### config.mk
export PLATFORM = sky130hd
export DESIGN_NAME = pipe_rca_adder
export DESIGN_NICKNAME = d
export VERILOG_FILES = /design/src/rtl/adder_pkg.sv /design/src/rtl/rca_chunk.sv /design/src/rtl/pipe_rca_adder.sv
export SDC_FILE = /design/constraint.sdc
export NUM_CORES = 1
export LEC_CHECK = 0
export CORE_UTILIZATION = 49
export CTS_BUF_LIST = sky130_fd_sc_hd__clkbuf_16
export CTS_CLUSTER_SIZE = 40
export DETAILED_ROUTE_END_ITERATION = 10
export PLACE_DENSITY = 0.76
export SETUP_SLACK_MARGIN = 0.5
export SLEW_MARGIN = 20
export SYNTH_ARGS = -nofsm -noshare
export SYNTH_HDL_FRONTEND = slang
export SYNTH_SLANG_ARGS = --single-unit
### constraint.sdc
create_clock -name clk -period 7.19 [get_ports clk]
set_input_delay 1.438 -clock clk [delete_from_list [all_inputs] [get_ports clk]]
set_output_delay 1.438 -clock clk [all_outputs]
set_load 0.005 [all_outputs]
### src/rtl/adder_pkg.sv
// Shared definitions for the pipelined ripple-carry adder family: default
// geometry, the stage-register layout and the geometry legality test.
package adder_pkg;

  localparam int ADDER_WIDTH  = 64;
  localparam int ADDER_CHUNK  = 16;
  localparam int ADDER_STAGES = ADDER_WIDTH / ADDER_CHUNK;

  // A geometry is usable when each stage resolves a whole, non-empty chunk.
  function automatic bit geometry_ok(input int width, input int chunk);
    return (chunk > 0) && (width >= chunk) && ((width % chunk) == 0);
  endfunction

  localparam bit ADDER_GEOM_OK = geometry_ok(ADDER_WIDTH, ADDER_CHUNK);

  // Contents of one stage register at the default geometry.
  typedef struct packed {
    logic                   vld;
    logic [ADDER_WIDTH-1:0] opa;
    logic [ADDER_WIDTH-1:0] opb;
    logic [ADDER_WIDTH-1:0] psum;
    logic                   carry;
  } adder_stage_t;

endpackage

### src/rtl/rca_chunk.sv
// Combinational CHUNK-bit ripple of full adders. Besides the carry out of the
// top bit it exposes the carry into the top bit, so the final stage can form
// two's-complement overflow.
module rca_chunk
  import adder_pkg::*;
#(
  parameter int CHUNK = ADDER_CHUNK
) (
  input  logic [CHUNK-1:0] a,
  input  logic [CHUNK-1:0] b,
  input  logic             cin,
  output logic [CHUNK-1:0] s,
  output logic             cout,
  output logic             c_msb_in
);

  logic [CHUNK:0] c;

  // Full-adder ripple from bit 0 upwards
  always_comb begin
    c    = '0;
    s    = '0;
    c[0] = cin;
    for (int i = 0; i < CHUNK; i++) begin
      s[i]   = a[i] ^ b[i] ^ c[i];
      c[i+1] = (a[i] & b[i]) | (c[i] & (a[i] ^ b[i]));
    end
  end

  assign cout     = c[CHUNK];
  assign c_msb_in = c[CHUNK-1];

endmodule

### src/rtl/pipe_rca_adder.sv
// Pipelined ripple-carry adder/subtractor. Stage k resolves chunk k and passes
// the still-unresolved operand bits, the completed low sum bits and the chunk
// carry to stage k+1. Valid/ready handshakes on both sides; the stall chain
// is combinational so a full pipe keeps accepting while the consumer drains.
module pipe_rca_adder
  import adder_pkg::*;
#(
  parameter int WIDTH = ADDER_WIDTH,
  parameter int CHUNK = ADDER_CHUNK
) (
  input  logic             clk,
  input  logic             rst_n,
  input  logic             in_valid,
  output logic             in_ready,
  input  logic [WIDTH-1:0] a,
  input  logic [WIDTH-1:0] b,
  input  logic             cin,
  input  logic             sub,
  output logic             out_valid,
  input  logic             out_ready,
  output logic [WIDTH-1:0] sum,
  output logic             cout,
  output logic             ovf
);

  localparam int STAGES = WIDTH / CHUNK;

  if (!geometry_ok(WIDTH, CHUNK)) begin : g_geom_check
    $error("pipe_rca_adder: WIDTH must be a non-zero multiple of CHUNK");
  end

  logic [STAGES-1:0] vld_p;
  logic [STAGES-1:0] adv_p;
  logic [STAGES-1:0] load_p;
  logic [STAGES:0]   room_p;
  logic [WIDTH-1:0]  sum_q;
  logic              cout_q;
  logic              cmsb_q;

  // Stall chain: a stage has room when it is empty or its word moves on
  always_comb begin
    room_p         = '0;
    adv_p          = '0;
    load_p         = '0;
    room_p[STAGES] = out_ready;
    for (int k = STAGES - 1; k >= 0; k--) begin
      adv_p[k]  = vld_p[k] & room_p[k+1];
      room_p[k] = ~vld_p[k] | adv_p[k];
    end
    load_p[0] = in_valid & room_p[0];
    for (int k = 1; k < STAGES; k++) begin
      load_p[k] = adv_p[k-1];
    end
  end

  // Stage valid bits: set on load, cleared when the word leaves unreplaced
  always_ff @(posedge clk or negedge rst_n) begin
    if (!rst_n) begin
      vld_p <= '0;
    end else begin
      vld_p <= load_p | (vld_p & ~adv_p);
    end
  end

  for (genvar k = 0; k < STAGES; k++) begin : g_st
    localparam int IW = WIDTH - k * CHUNK;        // unresolved bits on entry
    localparam int SW = (k + 1) * CHUNK;          // sum bits done on exit
    localparam int RW = WIDTH - (k + 1) * CHUNK;  // unresolved bits on exit

    logic [IW-1:0]    ra;
    logic [IW-1:0]    rb;
    logic             cc;
    logic [CHUNK-1:0] cs;
    logic             co;
    logic             cm;
    logic [SW-1:0]    ps_d;

    if (k == 0) begin : g_in
      assign ra   = a;
      assign rb   = b ^ {WIDTH{sub}};
      assign cc   = sub | cin;
      assign ps_d = cs;
    end else begin : g_in
      assign ra   = g_st[k-1].g_mid.opa_q;
      assign rb   = g_st[k-1].g_mid.opb_q;
      assign cc   = g_st[k-1].g_mid.c_q;
      assign ps_d = {cs, g_st[k-1].g_mid.ps_q};
    end

    rca_chunk #(.CHUNK(CHUNK)) u_chunk (
      .a        (ra[CHUNK-1:0]),
      .b        (rb[CHUNK-1:0]),
      .cin      (cc),
      .s        (cs),
      .cout     (co),
      .c_msb_in (cm)
    );

    if (k < STAGES - 1) begin : g_mid
      logic [RW-1:0] opa_q;
      logic [RW-1:0] opb_q;
      logic [SW-1:0] ps_q;
      logic          c_q;

      // ---- stage boundary k -> k+1: remaining operands, partial sum, carry
      always_ff @(posedge clk) begin
        if (load_p[k]) begin
          opa_q <= ra[IW-1:CHUNK];
          opb_q <= rb[IW-1:CHUNK];
          ps_q  <= ps_d;
          c_q   <= co;
        end
      end
    end else begin : g_last
      // ---- output boundary: full sum, carry out and carry into the MSB
      always_ff @(posedge clk or negedge rst_n) begin
        if (!rst_n) begin
          sum_q  <= '0;
          cout_q <= 1'b0;
          cmsb_q <= 1'b0;
        end else if (load_p[k]) begin
          sum_q  <= ps_d;
          cout_q <= co;
          cmsb_q <= cm;
        end
      end
    end
  end

  assign in_ready  = room_p[0];
  assign out_valid = vld_p[STAGES-1];
  assign sum       = sum_q;
  assign cout      = cout_q;
  assign ovf       = cmsb_q ^ cout_q;

endmodule

## Word level (Yosys, flattened, before mapping)

Index checks and enable logic that the tools add are counted.

| operators by class | value |
|---|---|
| add/subtract/negate cells | 0 |
| multipliers | 0 |
| divide/modulo/power cells | 0 |
| $lt $le $gt $ge | 0 |
| equality and inequality tests | 0 |
| shift operators | 0 |
| mux-type cells | 0 |
| bitwise gates (word level) | 339 |
| reductions and logical operators | 0 |

Operators with widths:

| kind | count |
|---|---|
| 1-bit bitwise AND | 133 |
| 1-bit XOR | 129 |
| 1-bit OR | 69 |
| 64-bit XOR | 1 |
| 4-bit bitwise AND | 1 |
| 1-bit inverter | 4 |
| 4-bit inverter | 1 |
| 4-bit OR | 1 |

| storage, ports and cells | value |
|---|---|
| bits in registers | 361 |
| latch bits | 0 |
| memory bits (writable) | 0 |
| bits in read-only memories | 0 |
| input bits | 134 |
| output and inout bits | 68 |
| logic and storage cells | 355 |
| memories kept | 0 |

## Logic depth before layout (Yosys ltp)

Gate-level depths: netlist of the first run.

| logic depth | value |
|---|---|
| depth in word-level cells | 34 |
| depth in mapped cells | 22 |
| gate-level depth less buffers | 21 |

## Cells and area by module

A second synthesis of the first run with hierarchy kept.

| unflattened totals | value |
|---|---|
| cells, all modules | 623 |
| area, all modules | 13593.0 um2 |

By module, submodules not included:

| module | instances | cells each | area each (um2) | sequential area each (um2) |
|---|---|---|---|---|
| pipe_rca_adder | 1 | 519 | 12161.7 | 10490.1 |
| rca_chunk | 4 | 26 | 357.8 | 0.0 |

## Least setup slack after synthesis of the first run

OpenSTA, ideal clock, no wires.

| path | value |
|---|---|
| path type | input-to-reg |
| start point | input sub |
| end point | register g_st[0].g_mid.ps_q[15] (data pin) |
| setup time | 0.269 ns |
| data arrival time | 8.516 ns |
| required time | 6.921 ns |
| path slack | -1.595 ns |
| cell stages on the path | 22 |
| buffers on the path | 2 |
| cell sequence | buf_2 -> buf_2 -> nor2_1 -> fa_1 -> inv_1 -> fa_1 -> inv_1 -> fa_1 -> fa_1 -> fa_1 -> fa_1 -> fa_1 -> fa_1 -> fa_1 -> fa_1 -> fa_1 -> fa_1 -> fa_1 -> fa_1 -> fa_1 -> inv_1 -> fa_1 |

| between the ends | value |
|---|---|
| cells in the longest elaborated chain, start to end | 33 |
| elaborated cells on any way between the ends | 64 |
| those cells by class | 64 x bitwise |

Ends and longest elaborated chain:

| what | line | RTL |
|---|---|---|
| from (decl) | pipe_rca_adder.sv:18 | `input logic sub,` |
| 64-bit XOR | pipe_rca_adder.sv:80 | `assign rb = b ^ {WIDTH{sub}};` |
| 1-bit XOR | rca_chunk.sv:26 | `c[i+1] = (a[i] & b[i]) \| (c[i] & (a[i] ^ b[i]));` |
| 1-bit bitwise AND | rca_chunk.sv:26 |  |
| 1-bit OR | rca_chunk.sv:26 |  |
| 1-bit bitwise AND | rca_chunk.sv:26 |  |
| 1-bit OR | rca_chunk.sv:26 |  |
| 1-bit bitwise AND | rca_chunk.sv:26 |  |
| 1-bit OR | rca_chunk.sv:26 |  |
| [... 18 more ...] | n/a |  |
| 1-bit bitwise AND | rca_chunk.sv:26 |  |
| 1-bit OR | rca_chunk.sv:26 |  |
| 1-bit bitwise AND | rca_chunk.sv:26 |  |
| 1-bit OR | rca_chunk.sv:26 |  |
| 1-bit bitwise AND | rca_chunk.sv:26 |  |
| 1-bit OR | rca_chunk.sv:26 |  |
| 1-bit XOR * | rca_chunk.sv:25 | `s[i] = a[i] ^ b[i] ^ c[i];` |
| named net g_st[0].cs[15] | pipe_rca_adder.sv:73 | `logic [CHUNK-1:0] cs;` |
| to (signal assigned) | pipe_rca_adder.sv:110 | `ps_q <= ps_d;` |
| to (decl) | pipe_rca_adder.sv:102 | `logic [SW-1:0] ps_q;` |

Mark *: on every way through the listed nets, which the timed path passes. The rest lies on a longest branch.
A chain may end at the register's enable or synchronous reset.

## Final worst setup path of the first run

Same ends and word-level chain as after synthesis.

==> flow_summary.toml, run 1 <==
[yosys]
synth_compound_area_frac = 0.00110
synth_top_cells_by_count = "edfxtp_1 (291), dfrtp_1 (70), fa_1 (64)"
synth-edff-count = 291
yosys.area_share.xor_xnor = 0.0416
yosys_warnings = 0
synth-seq-cells = 361
syn_nets = 842
synth_ff_type = "edfxtp_1"
synth_cell_types = 23
seq_area_frac_synth = 0.767
synth_top_family_by_area = "adder cells"
syn-cell-area_um2 = 13700
synth.area.top_cells = "edfxtp_1 (64%), dfrtp_1 (13%), fa_1 (9.4%)"
synthCells = 644
avgSynthCellArea_um2 = 21.2
synth_top_area_frac = 0.639
synth_fa_ha_area_frac = 0.0937
muxShareOfSynthArea = 0.0646
async_flop_share = 0.194
yosysMostFrequentCell = "edfxtp_1"
yosys.area_share.simple = 0.00494
yosys.area.top_type = "edfxtp_1"

[clocking]
numCtsBuffers = 39
clockBufferDepth = 3
ctsHoldBuffers = 0
cts_tree = "done"
cts.sinks = 361
htree_levels = 2
root_buffer = "clkbuf_16"
clkTransAtPathRegs_ps = 60
clk-insertion-delay-late_ps = 500

[worst_setup_path]
cp_data_required_time_ps = 7430
worstPathCellList = "buf_12 > xnor2_4 > fa_2 > inv_2 > fa_2 > inv_2 > fa_2 > fa_2 > fa_2 > fa_2 > fa_2 > fa_2 > fa_2 > fa_2 > fa_2 > fa_2 > fa_2 > fa_2 > fa_2 > inv_2 > fa_1"
arrival_ps = 7620
slowest_delay_ps = 400
reg2reg_slack_ps = 670
crit_path_end_kind = "flip-flop"
startpoint_type = "input port"
worstPathMaxFanout = 3
crit_type = "in2reg"
crit_path_top_delay_cell = "fa_1"
cp_common_cell = "fa_2"

[sta]
min_period_over_period = 1.03
rsz0062_at_grt = "yes"
fin_worst_skew_ps = 12.3
hold_slack_ps = 410
fin_setup_tns_ps = -193
relSlewSlack = 0.366
hold_viol = 0
fmax_mhz = 135
tightest_slew_ps = 950
setup_viol = 1
final_max_slew_viol_count = 0
layout_min_cycle_time_ps = 7380
layout_setup_ws_ps = -193

[floorplanning]
start_util = 0.503
core-area_um2 = 27200
rows = 60
die_w_um = 169
ios = 202
dieArea_um2 = 28600
die_h_um = 169

[drt]
totalWireLength_um = 21400
first_pass_iters = 4
antenna_left = 0
vias_per_cell = 4.61
drc = 0
post_drt_wl_per_cell_um = 16.7
drt_iter0_drc = 258
vias = 5919

[pwr]
p_int_mw = 4.44
leakagePower_nw = 6.60
totalPowerFinal_mw = 5.70
combPwrFrac = 0.168
clkPwrFrac = 0.331
swShare = 0.220
ir_worst_vdd_v = 0.000196
p_per_area_nw_per_um2 = 325
p_sw_mw = 1.25
p_seq_frac = 0.500

[grt]
grt_pass1_vias = 6389
antenna_found_initial = 3
grt-ovfl-total = 0
grt_pass1_wl_um = 33900
grt_max_degree = 71
grt_usage = 0.156

[hold_path]
hold_class = "reg2reg"

[job]
max-cap-violations = 0

[final_layout]
multiInputGateArea_um2 = 3000
drive_above_1_share = 0.211
nets = 1078
ff_latch_area_um2 = 10500
fillers = 1918
syn2layout_area_growth_pct = 28.0

[run_status]
status = "finished, violations left"
violations = "negative setup slack"

[place]
pre_cts_slack_ps = -1080
port_buffers = 201
gp_congestion = 0.808
place_hpwl_um = 14000
layer usage:
| layer | GRT usage | up-vias | part of all wire | wire length [um] |
|---|---|---|---|---|
| met4 | 0.0642 | 0 | 0.029 | 623 |
| met3 | 0.0316 | 44 | 0.043 | 930 |
| met2 | 0.270 | 148 | 0.53 | 11300 |
| li1 | - | 2743 | - | - |
| met1 | 0.192 | 2984 | 0.40 | 8610 |
| met5 | 0 | - | 0 | 0 |
worst paths after layout:
path,startpoint,end,depth (start not counted)
setup / recovery,sub,g_st[0].g_mid.ps_q[15],21
hold / removal,g_st[0].g_mid.ps_q[7],g_st[1].g_mid.ps_q[7],0
setup reg to reg,g_st[1].g_mid.opa_q[0],g_st[2].g_mid.ps_q[47],20
hold reg to reg,g_st[0].g_mid.ps_q[7],g_st[1].g_mid.ps_q[7],0
max in group asynchronous,rst_n,sum[31],1
min in group asynchronous,rst_n,vld_p[3],1
through the flow:
step / instances / utilization / area (um2)
5_1_grt: 1285 / 0.644 / 17500
4_1_cts: 1282 / 0.642 / 17400
3_5_place_dp: 1210 / 0.593 / 16100
3_3_place_gp: 1210 / 0.593 / 16100
6_report: 1285 / 0.644 / 17500
2_1_floorplan: 644 / - / 13700
power by group through the flow:
stage / clock network, mW / registers (mW) / logic (mW)
5_1_grt: 2.02 / 2.89 / 1.06
2_1_floorplan: 0 / 2.89 / 0.445
6_report: 1.89 / 2.85 / 0.959
4_1_cts: 1.94 / 2.85 / 0.972
3_5_place_dp: 0 / 2.89 / 0.957
3_3_place_gp: 0 / 2.88 / 0.928
timing repair:
action,4_1_cts,5_1_grt
pin swaps,3,8
endpoints found under the setup margin,12,10
resized for setup,39,20
setup buffers,1,0
logic make-up after synthesis:
logic type / after synthesis
flops: 361
buf+inv: 75
mux: 66
xor+xnor: 65
fa+ha+maj: 64
simple gates: 11
compound gates: 2
worst max-delay path, delay by kind of cell:
family,cells,cell delay [ps]
XOR/XNOR,1,130
buffers and inverters,4,280
adder cells (fa/ha/maj),16,5760
layout make-up:
class | instances | area share
Inverter | 61 | 0.0131
Multi-Input combinational cell | 208 | 0.171
Clock inverter | 29 | 0.0111
Antenna cell | 3 | 0.000429
Timing Repair Buffer | 209 | 0.118
Tap cell | 372 | 0.0266
Sequential cell | 361 | 0.599
Clock buffer | 42 | 0.0600
sequential cells by signal, summed over array words and instances (netlist names):
| signal | count |
|---|---|
| cmsb_q | 1 |
| cout | 1 |
| g_st.g_mid.c_q | 3 |
| g_st.g_mid.opa_q | 96 |
| g_st.g_mid.opb_q | 96 |
| g_st.g_mid.ps_q | 96 |
| sum | 64 |
| vld_p | 4 |
placed cells by master, fill, tap and decap left out, drive strengths merged, types with 4 or more instances in the layout:
| cell type | count |
|---|---|
| buf | 12 |
| clkbuf | 42 |
| clkdlybuf4s50 | 195 |
| clkinv | 11 |
| dfrtp | 70 |
| edfxtp | 291 |
| fa | 64 |
| inv | 75 |
| mux2 | 64 |
| nand2b | 4 |
| xnor2 | 14 |
| xor2 | 51 |
Note: power is estimated with default switching activity, not from simulation.
==> run 2, diff against run 1 <==
--- a/config.mk
+++ b/config.mk
@@ -5,6 +5,7 @@
 export SDC_FILE = /design/constraint.sdc
 export NUM_CORES = 1
 export LEC_CHECK = 0
+export CORE_MARGIN = 2
 export CORE_UTILIZATION = 49
 export CTS_BUF_LIST = sky130_fd_sc_hd__clkbuf_16
 export CTS_CLUSTER_SIZE = 40
@@ -15,3 +16,4 @@
 export SYNTH_ARGS = -nofsm -noshare
 export SYNTH_HDL_FRONTEND = slang
 export SYNTH_SLANG_ARGS = --single-unit
+export TNS_END_PERCENT = 50
==> run 2 against run 1 <==
The flow still finishes with violations (negative setup slack). Hold slack gained 3.6 ps. Combinational power about the same. Wire length up 3.2%. Design area increased by 0.39%. Largest cell class unchanged.
==> flow_summary.toml, run 2 (same netlist as run 1, synthesis figures left out) <==
[final_layout]
final_common_cell = "edfxtp_1"
nets = 1077
ff_latch_area_um2 = 10500
fillers = 1950
post-route-util = 0.636
stdcell_count = 1288
final_cell_mix = "edfxtp_1 (291), clkdlybuf4s50_1 (195), dfrtp_1 (70), inv_1 (62), xor2_1 (50)"
fin_area_um2 = 17600
reg_top3 = "g_st.g_mid.opa_q x96, g_st.g_mid.opb_q x96, g_st.g_mid.ps_q x96"
drive_above_1_share = 0.215
syn2layout_area_growth_pct = 28.5
multiInputGateArea_um2 = 3000

[worst_setup_path]
startpoint_type = "input port"
reg2reg_depth = 20
cp_data_required_time_ps = 7430
crit_path_top_delay_cell = "fa_1"
slowest_delay_ps = 410
crit_type = "in2reg"
worstPathCellList = "buf_12 > xnor2_4 > fa_2 > inv_2 > fa_2 > inv_2 > fa_2 > fa_2 > fa_2 > fa_2 > fa_2 > fa_2 > fa_2 > fa_2 > fa_2 > fa_2 > fa_2 > fa_2 > fa_2 > inv_2 > fa_1"
crit_path_end_kind = "flip-flop"
arrival_ps = 7600
cp_common_cell = "fa_2"
reg2reg_slack_ps = 680
worstPathMaxFanout = 4

[clocking]
clk-insertion-delay-late_ps = 510
htree_levels = 2
cts_tree = "done"
ctsHoldBuffers = 0
clkTransAtPathRegs_ps = 60
root_buffer = "clkbuf_16"
cts.sinks = 361
numCtsBuffers = 38
clockBufferDepth = 3

[sta]
final_max_slew_viol_count = 0
setup_viol = 1
rsz0062_at_grt = "yes"
tightest_slew_ps = 956
layout_min_cycle_time_ps = 7360
fmax_mhz = 136
min_period_over_period = 1.02
hold_viol = 0
fin_setup_tns_ps = -167
relSlewSlack = 0.362
fin_worst_skew_ps = 16.1
hold_slack_ps = 414
layout_setup_ws_ps = -167

[job]
max-cap-violations = 0

[floorplanning]
start_util = 0.495
core-area_um2 = 27600
die_h_um = 171
ios = 202
rows = 61
dieArea_um2 = 29300
die_w_um = 171

[pwr]
ir_worst_vdd_v = 0.000155
totalPowerFinal_mw = 5.78
p_per_area_nw_per_um2 = 329
leakagePower_nw = 6.62

[grt]
grt_pass1_vias = 6323
grt_pass1_wl_um = 33700
grt-ovfl-total = 0
grt_usage = 0.153
antenna_found_initial = 1
grt_max_degree = 71

[place]
gp_congestion = 0.789
place_hpwl_um = 14500
pre_cts_slack_ps = -1060
dpl_cell_area_um2 = 16200
port_buffers = 201
dp.cells = 1216

[drt]
post_drt_wl_per_cell_um = 17.2
drt_iter0_drc = 274
first_pass_iters = 4
vias = 5905
drc = 0
antenna_left = 0
totalWireLength_um = 22100
vias_per_cell = 4.58

[hold_path]
hold_class = "reg2reg"
whs_path_depth = 0

[run_status]
violations = "negative setup slack"
status = "finished, violations left"
-- run 2: worst max-delay path, delay by kind of cell --
| family | cells | cell delay (ps) |
|---|---|---|
| buffers and inverters | 4 | 290 |
| XOR/XNOR | 1 | 130 |
| adder cells (fa/ha/maj) | 16 | 5720 |
-- run 2: final timing paths --
check | to | from
worst max register to register | g_st[2].g_mid.ps_q[47] | g_st[1].g_mid.opa_q[0]
max in group asynchronous | sum[36] | rst_n
worst max-delay path | g_st[0].g_mid.ps_q[15] | sub
min in group asynchronous | sum[6] | rst_n
worst min register to register | g_st[1].g_mid.ps_q[15] | g_st[0].g_mid.ps_q[15]
worst min-delay path | g_st[1].g_mid.ps_q[15] | g_st[0].g_mid.ps_q[15]
-- run 2: repair_timing --
action | in CTS | in global routing
pin swaps | 2 | 3
resized for setup | 39 | 14
gates cloned | 0 | 0
setup buffers | 1 | 0
endpoints found under the setup margin | 11 | 10
-- run 2: area by class of cell --
| class | count | area share |
|---|---|---|
| multi-input combinational | 208 | 0.170 |
| timing repair buffer | 209 | 0.119 |
| tap | 378 | 0.0269 |
| sequential | 361 | 0.597 |
| clock buffer | 41 | 0.0584 |
| antenna | 1 | 0.000142 |
| inverter | 61 | 0.0130 |
| clock inverter | 29 | 0.0154 |
-- run 2: report_power, final --
group          internal (mW)  leakage, nW  switching [mW]  total (mW)
Combinational          0.592         2.33           0.370       0.962
Clock                   1.21        0.659           0.756        1.97
Sequential              2.70         3.63           0.153        2.85
Total                   4.50         6.62            1.28        5.78
-- run 2: routing by layer --
metal / track usage / share of wire
met2: 0.260 / 0.53
met5: 0 / 0
met4: 0.0667 / 0.036
met3: 0.0326 / 0.045
met1: 0.190 / 0.39
